==> config.mk <==
export PLATFORM = sky130hd
export DESIGN_NAME = eth_rx_decapsulation
export DESIGN_NICKNAME = d
export VERILOG_FILES = /design/src/rtl/eth_rx_decapsulation.sv
export SDC_FILE = /design/constraint.sdc
export NUM_CORES = 1
export LEC_CHECK = 0
export CAP_MARGIN = 20
export CELL_PAD_IN_SITES_DETAIL_PLACEMENT = 2
export CELL_PAD_IN_SITES_GLOBAL_PLACEMENT = 2
export CORE_ASPECT_RATIO = 1.1
export CORE_UTILIZATION = 36
export DETAILED_ROUTE_END_ITERATION = 8
export PLACE_DENSITY = 0.76
export SYNTH_ARGS = -nofsm -noshare
export SYNTH_HDL_FRONTEND = slang
export SYNTH_SLANG_ARGS = --single-unit
==> constraint.sdc <==
create_clock -name eth_rx_clk -period 4.7 [get_ports eth_rx_clk]
set_input_delay 0.94 -clock eth_rx_clk [delete_from_list [all_inputs] [get_ports eth_rx_clk]]
set_output_delay 0.94 -clock eth_rx_clk [all_outputs]
set_load 0.05 [all_outputs]
==> src/rtl/eth_rx_decapsulation.sv <==
// GMII receive deframer: strips preamble/SFD, filters on destination MAC, streams payload, checks CRC-32.
// Define ETH_RX_STATS_EN to add saturating good/bad/filtered frame counters.
module eth_rx_decapsulation #(
  parameter logic [47:0] station_mac_addr = 48'h023528fbdd66,
  parameter bit          PROMISC          = 1'b0,
  parameter int unsigned min_payload_len  = 46,
  parameter int unsigned max_payload_len  = 1500
) (
  input  logic        eth_rx_clk,
  input  logic        rst,
  input  logic [7:0]  GMII_rx_d,
  input  logic        GMII_rx_dv,
  input  logic        GMII_rx_er,
  output logic [7:0]  m_data,
  output logic        m_valid,
  output logic        m_last,
  output logic        frame_good,
  output logic        frame_bad,
  output logic [15:0] len_out,
  output logic [47:0] src_mac_out,
  output logic [3:0]  dbg_state
`ifdef ETH_RX_STATS_EN
  ,
  output logic [31:0] stat_good_cnt,
  output logic [31:0] stat_bad_cnt,
  output logic [31:0] stat_filtered_cnt
`endif
);

  typedef enum logic [3:0] {
    S_IDLE     = 4'd0,
    S_PREAMBLE = 4'd1,
    S_DEST_MAC = 4'd2,
    S_SRC_MAC  = 4'd3,
    S_LEN      = 4'd4,
    S_PAYLOAD  = 4'd5,
    S_PAD      = 4'd6,
    S_FCS      = 4'd7,
    S_STATUS   = 4'd8,
    S_WAIT_END = 4'd9
  } state_t;

  localparam logic [31:0] CRC_INIT    = 32'hFFFFFFFF;
  localparam logic [31:0] CRC_RESIDUE = 32'hDEBB20E3;

  function automatic logic [31:0] crc32_byte(input logic [31:0] crc, input logic [7:0] data);
    logic [31:0] c;
    c = crc;
    for (int i = 0; i < 8; i++) begin
      if (c[0] ^ data[i]) c = (c >> 1) ^ 32'hEDB88320;
      else                c = c >> 1;
    end
    return c;
  endfunction

  state_t      state_q, state_d;
  logic [15:0] cnt_q, cnt_d;
  logic [31:0] crc_q, crc_d;
  logic        err_q, err_d;
  logic [39:0] dest_q, dest_d;
  logic [15:0] len_q, len_d;
  logic [47:0] src_q, src_d;
  logic [7:0]  m_data_q, m_data_d;
  logic        m_valid_q, m_valid_d;
  logic        m_last_q, m_last_d;
  logic        good_q, good_d;
  logic        bad_q, bad_d;

  logic [31:0] crc_upd;
  logic [47:0] dest_full;
  logic [15:0] len_full;
  logic [15:0] pad_len;
  logic        dest_match;
`ifdef ETH_RX_STATS_EN
  logic        filt_inc;
`endif

  assign crc_upd    = crc32_byte(crc_q, GMII_rx_d);
  assign dest_full  = {dest_q, GMII_rx_d};
  assign len_full   = {len_q[7:0], GMII_rx_d};
  assign pad_len    = 16'(min_payload_len) - len_q;
  assign dest_match = (dest_full == station_mac_addr) || (dest_full == 48'hFFFFFFFFFFFF) || PROMISC;

  // m_valid has no ready: every beat is accepted by the downstream FIFO in the cycle it is valid.
  always_comb begin
    state_d   = state_q;
    cnt_d     = cnt_q;
    crc_d     = crc_q;
    err_d     = err_q;
    dest_d    = dest_q;
    len_d     = len_q;
    src_d     = src_q;
    m_data_d  = m_data_q;
    m_valid_d = 1'b0;
    m_last_d  = 1'b0;
    good_d    = 1'b0;
    bad_d     = 1'b0;
`ifdef ETH_RX_STATS_EN
    filt_inc  = 1'b0;
`endif

    if ((state_q >= S_DEST_MAC) && (state_q <= S_FCS) && GMII_rx_dv && GMII_rx_er) err_d = 1'b1;

    case (state_q)
      S_IDLE: begin
        err_d = 1'b0;
        cnt_d = 16'd0;
        if (GMII_rx_dv) begin
          if (GMII_rx_d == 8'h55) begin
            state_d = S_PREAMBLE;
            cnt_d   = 16'd1;
          end else if (GMII_rx_d == 8'hD5) begin
            state_d = S_DEST_MAC;
            crc_d   = CRC_INIT;
          end else begin
            state_d = S_WAIT_END;
          end
        end
      end
      S_PREAMBLE: begin
        if (!GMII_rx_dv) begin
          state_d = S_IDLE;
        end else if (GMII_rx_d == 8'hD5) begin
          state_d = S_DEST_MAC;
          cnt_d   = 16'd0;
          crc_d   = CRC_INIT;
        end else if ((GMII_rx_d == 8'h55) && (cnt_q < 16'd7)) begin
          cnt_d = cnt_q + 16'd1;
        end else begin
          state_d = S_WAIT_END;
        end
      end
      S_DEST_MAC: begin
        if (!GMII_rx_dv) begin
          state_d = S_IDLE;
        end else begin
          crc_d  = crc_upd;
          dest_d = dest_full[39:0];
          cnt_d  = cnt_q + 16'd1;
          if (cnt_q == 16'd5) begin
            cnt_d = 16'd0;
            if (dest_match) begin
              state_d = S_SRC_MAC;
            end else begin
              state_d = S_WAIT_END;
`ifdef ETH_RX_STATS_EN
              filt_inc = 1'b1;
`endif
            end
          end
        end
      end
      S_SRC_MAC: begin
        if (!GMII_rx_dv) begin
          state_d = S_STATUS;
          bad_d   = 1'b1;
        end else begin
          crc_d = crc_upd;
          src_d = {src_q[39:0], GMII_rx_d};
          cnt_d = cnt_q + 16'd1;
          if (cnt_q == 16'd5) begin
            state_d = S_LEN;
            cnt_d   = 16'd0;
          end
        end
      end
      S_LEN: begin
        if (!GMII_rx_dv) begin
          state_d = S_STATUS;
          bad_d   = 1'b1;
        end else begin
          crc_d = crc_upd;
          len_d = len_full;
          cnt_d = cnt_q + 16'd1;
          if (cnt_q == 16'd1) begin
            cnt_d = 16'd0;
            if ((len_full == 16'd0) || (len_full > 16'(max_payload_len))) begin
              state_d = S_STATUS;
              bad_d   = 1'b1;
            end else begin
              state_d = S_PAYLOAD;
            end
          end
        end
      end
      S_PAYLOAD: begin
        if (!GMII_rx_dv) begin
          state_d = S_STATUS;
          bad_d   = 1'b1;
        end else begin
          crc_d     = crc_upd;
          m_valid_d = 1'b1;
          m_data_d  = GMII_rx_d;
          cnt_d     = cnt_q + 16'd1;
          if (cnt_q == len_q - 16'd1) begin
            m_last_d = 1'b1;
            cnt_d    = 16'd0;
            state_d  = (len_q < 16'(min_payload_len)) ? S_PAD : S_FCS;
          end
        end
      end
      S_PAD: begin
        if (!GMII_rx_dv) begin
          state_d = S_STATUS;
          bad_d   = 1'b1;
        end else begin
          crc_d = crc_upd;
          cnt_d = cnt_q + 16'd1;
          if (cnt_q == pad_len - 16'd1) begin
            state_d = S_FCS;
            cnt_d   = 16'd0;
          end
        end
      end
      S_FCS: begin
        if (!GMII_rx_dv) begin
          state_d = S_STATUS;
          bad_d   = 1'b1;
        end else begin
          crc_d = crc_upd;
          cnt_d = cnt_q + 16'd1;
          if (cnt_q == 16'd3) begin
            state_d = S_STATUS;
            cnt_d   = 16'd0;
            // Running the FCS through the register leaves a fixed residue on a clean frame.
            if ((crc_upd == CRC_RESIDUE) && !err_d) good_d = 1'b1;
            else                                    bad_d  = 1'b1;
          end
        end
      end
      S_STATUS: begin
        state_d = S_WAIT_END;
      end
      S_WAIT_END: begin
        if (!GMII_rx_dv) state_d = S_IDLE;
      end
      default: begin
        state_d = S_IDLE;
      end
    endcase
  end

  always_ff @(posedge eth_rx_clk or negedge rst) begin
    if (!rst) begin
      state_q   <= S_IDLE;
      cnt_q     <= 16'd0;
      crc_q     <= CRC_INIT;
      err_q     <= 1'b0;
      dest_q    <= 40'd0;
      len_q     <= 16'd0;
      src_q     <= 48'd0;
      m_data_q  <= 8'd0;
      m_valid_q <= 1'b0;
      m_last_q  <= 1'b0;
      good_q    <= 1'b0;
      bad_q     <= 1'b0;
    end else begin
      state_q   <= state_d;
      cnt_q     <= cnt_d;
      crc_q     <= crc_d;
      err_q     <= err_d;
      dest_q    <= dest_d;
      len_q     <= len_d;
      src_q     <= src_d;
      m_data_q  <= m_data_d;
      m_valid_q <= m_valid_d;
      m_last_q  <= m_last_d;
      good_q    <= good_d;
      bad_q     <= bad_d;
    end
  end

  assign m_data      = m_data_q;
  assign m_valid     = m_valid_q;
  assign m_last      = m_last_q;
  assign frame_good  = good_q;
  assign frame_bad   = bad_q;
  assign len_out     = len_q;
  assign src_mac_out = src_q;
  assign dbg_state   = state_q;

`ifdef ETH_RX_STATS_EN
  logic [31:0] stat_good_q, stat_good_d;
  logic [31:0] stat_bad_q, stat_bad_d;
  logic [31:0] stat_filt_q, stat_filt_d;

  // Counters stick at all-ones instead of wrapping.
  always_comb begin
    stat_good_d = stat_good_q;
    stat_bad_d  = stat_bad_q;
    stat_filt_d = stat_filt_q;
    if (good_d   && (stat_good_q != 32'hFFFFFFFF)) stat_good_d = stat_good_q + 32'd1;
    if (bad_d    && (stat_bad_q  != 32'hFFFFFFFF)) stat_bad_d  = stat_bad_q + 32'd1;
    if (filt_inc && (stat_filt_q != 32'hFFFFFFFF)) stat_filt_d = stat_filt_q + 32'd1;
  end

  always_ff @(posedge eth_rx_clk or negedge rst) begin
    if (!rst) begin
      stat_good_q <= 32'd0;
      stat_bad_q  <= 32'd0;
      stat_filt_q <= 32'd0;
    end else begin
      stat_good_q <= stat_good_d;
      stat_bad_q  <= stat_bad_d;
      stat_filt_q <= stat_filt_d;
    end
  end

  assign stat_good_cnt     = stat_good_q;
  assign stat_bad_cnt      = stat_bad_q;
  assign stat_filtered_cnt = stat_filt_q;
`endif

endmodule

==> impl_metrics.ini <==
[sta]
finalSetupTns_ps = 0
rsz0062_at_grt = false
skew_ps = 25.27
setup_violations = 0
slew_viol_final = 0
period_minus_slack_ps = 3938
fmax_ghz = 0.2539
relSlewSlack_pct = 29.47
hold_viol = 0
finalCritPeriodShare_pct = 83.79
tightest_slew_ps = 1050

[setup_path]
path_cells = nor3_1 > nand2_1 > or3_1 > a22o_1 > a2111o_1 > a31oi_4 > nand2_1 > a221o_1
endpoint_kind = register
cp_max_fo = 11
path_delay_family = simple AND/OR/NAND/NOR gates
r2r_cells = 8
cp-endpoint = cnt_q[6]
worstPathArrival_ps = 4250
path_class = reg2reg
crit_cells = 8
r2r-start = len_out[4]
cp_slowest_cell = nor3_1
path_common_cell = nand2_1
critPathBufInv = 0
reg2reg_slack_ps = 760
timing.rr.end = cnt_q[6]
cp.required_ps = 5010
start_kind = register
max_stage_delay_ps = 860
critPathLaunch = len_out[4]

[finish]
final_cell_mix = nand2_1, dfrtp_1, clkdlybuf4s50_1
final_common_cell = nand2_1
final_cell_count_no_fill = 1436
finalNetCount = 1096
ff_latch_area_sq_um = 4269
drive_above_1_share_pct = 17.17
multi_input_area_sq_um = 4772
fillers = 2760
synthToLayoutAreaGrowth_pct = 21.53

[detailed_routing]
drt_wl_total_microns = 31280
vias = 7880
first_iter_violations = 332
drc = 0
routedWlPerCell_microns = 21.78
ant_nets = 0
vias_per_cell = 5.487
drt_pass1_iterations = 4

[floorplanning]
rows = 61
fp.dieW_microns = 155.7
die_area_sq_um = 26630
pin_count = 92
die_y_microns = 171.0
initial_core_util_pct = 36.79
core_area_sq_um = 25420

[synth]
synth_edf_count = 0
async_flop_share_pct = 100.0
synth_ff_type = dfrtp_1
syn_nets = 1016
synth-seq-cells = 169
synthCells = 996
syn_area_sq_um = 9351
ys_seq_area_share_pct = 45.65
postSynthAreaPerCell_sq_um = 9.389
yosys_warnings = 0
ys_types = 71

[global_route]
grt_use_total_pct = 24.73
antenna_found_initial = 1
grt_pass1_vias = 8849
grt_pass1_wl_microns = 50560
grt_overflow = 0
grt_max_degree = 94

[clock_tree]
hold_buffers = 0
cts_buffers = 17
cts-root-buf = clkbuf_16
clk_latency_ps = 440
cts.sinks = 169
cts_resized = 0
cts-htree-levels = 4
path_clk_slew_ps = 90
clock_path_buffers = 2
post_cts_buffers = 0
cts_tree = built

[placed_design]
routabilityCongestion = 0.8431
portBuffers = 91
place_inst = 1402
hpwl_microns = 21660

[job]
max_cap_violations = 0

[run_status]
status = finished clean

[power_and_ir_drop]
ir_drop_mv = 0.3324
leakage_nw = 4.922
p_per_area_nw_per_um2 = 854.2

[min_path]
hold_path.class = reg2reg
per-stage QoR:
step	instance area, sq um	util, %	power (mW)	hold WS [ps]	worst slack (ps)
floorplan	9351	-	6.372	446.0	937.7
global placement	10730	42.23	8.003	460.5	606.8
detailed placement	10730	42.23	8.191	483.6	475.9
CTS	11340	44.63	9.773	504.7	756.4
global route	11360	44.71	10.32	531.4	490.2
finish	11360	44.72	9.708	498.6	762.1
flip-flops by register name (all words and copies together), names as in the netlist, 4 cells and up:
signal	count
cnt_q	16
crc_q	32
dbg_state	4
dest_q	40
len_out	16
m_data	8
src_mac_out	48
cell usage after synthesis, drive strengths merged (8+ instances only):
cell type / count / area, sq um
xnor2: 72 / 638.1
nor3: 27 / 135.1
nand2: 181 / 679.4
o21ai: 34 / 170.2
ha: 8 / 100.1
nand3: 22 / 110.1
dfrtp: 137 / 3428
xor2: 31 / 271.5
nor2: 66 / 247.7
clkbuf: 54 / 202.7
and2: 9 / 56.30
mux2: 66 / 743.2
buf: 13 / 63.81
a21oi: 52 / 260.3
or3: 12 / 75.07
dfstp: 32 / 840.8
inv: 17 / 63.81
nand4: 17 / 106.4
or4: 8 / 63.81
nor4: 19 / 118.9
worst min-delay path: stages, from the launching register on:
cell,delay (ps)
dfrtp_1,360
nand2_1,50
nand2_1,60
report_power, final:
part | leakage, nW | internal (mW) | switching (mW)
clock | 0.292 | 0.766 | 0.704
sequential | 2.18 | 2.07 | 0.680
combinational | 2.45 | 2.08 | 3.41
total | 4.92 | 4.91 | 4.80
routing by layer:
| layer | vias to the layer above | global-route usage, % | part of all wire (%) |
|---|---|---|---|
| li1 | 3618 | - | - |
| met1 | 4092 | 30.21 | 43 |
| met2 | 125 | 44.41 | 53 |
| met3 | 45 | 3.951 | 2.3 |
| met4 | 0 | 7.715 | 2.0 |
| met5 | - | 0 | 0 |
logic make-up (layout without fill, tap and decap cells):
family	Yosys count	count (layout)	synth area share, %
DFF	169	169	45.65
and+or+nand+nor	397	397	19.67
xor gates and xnor gates	103	103	9.727
muxes	69	69	8.269
adders and majority gates	8	8	1.070
buffers and inverters	84	177	3.532
AOI/OAI and AO/OA	166	166	12.08
other	0	1	0
worst min-delay path by stage:
stage	start	end	slack, ps	depth (start not counted)
3_3_place_gp	dest_q[33]	dest_q[33]	460	2
2_1_floorplan	dest_q[33]	dest_q[33]	450	2
5_1_grt	src_mac_out[47]	src_mac_out[47]	530	1
3_5_place_dp	dest_q[33]	dest_q[33]	480	2
4_1_cts	dest_q[33]	dest_q[33]	500	2
6_report	dest_q[33]	dest_q[33]	500	2
final cells by class:
cell class | instances | share of cell area [%]
tap | 346 | 3.809
timing repair buffer | 128 | 10.69
clock buffer | 18 | 3.776
antenna | 1 | 0.02202
multi-input combinational | 743 | 41.99
inverter | 17 | 0.5615
sequential | 169 | 37.56
clock inverter | 14 | 1.585
No activity file was read; power rests on OpenSTA's default activity.
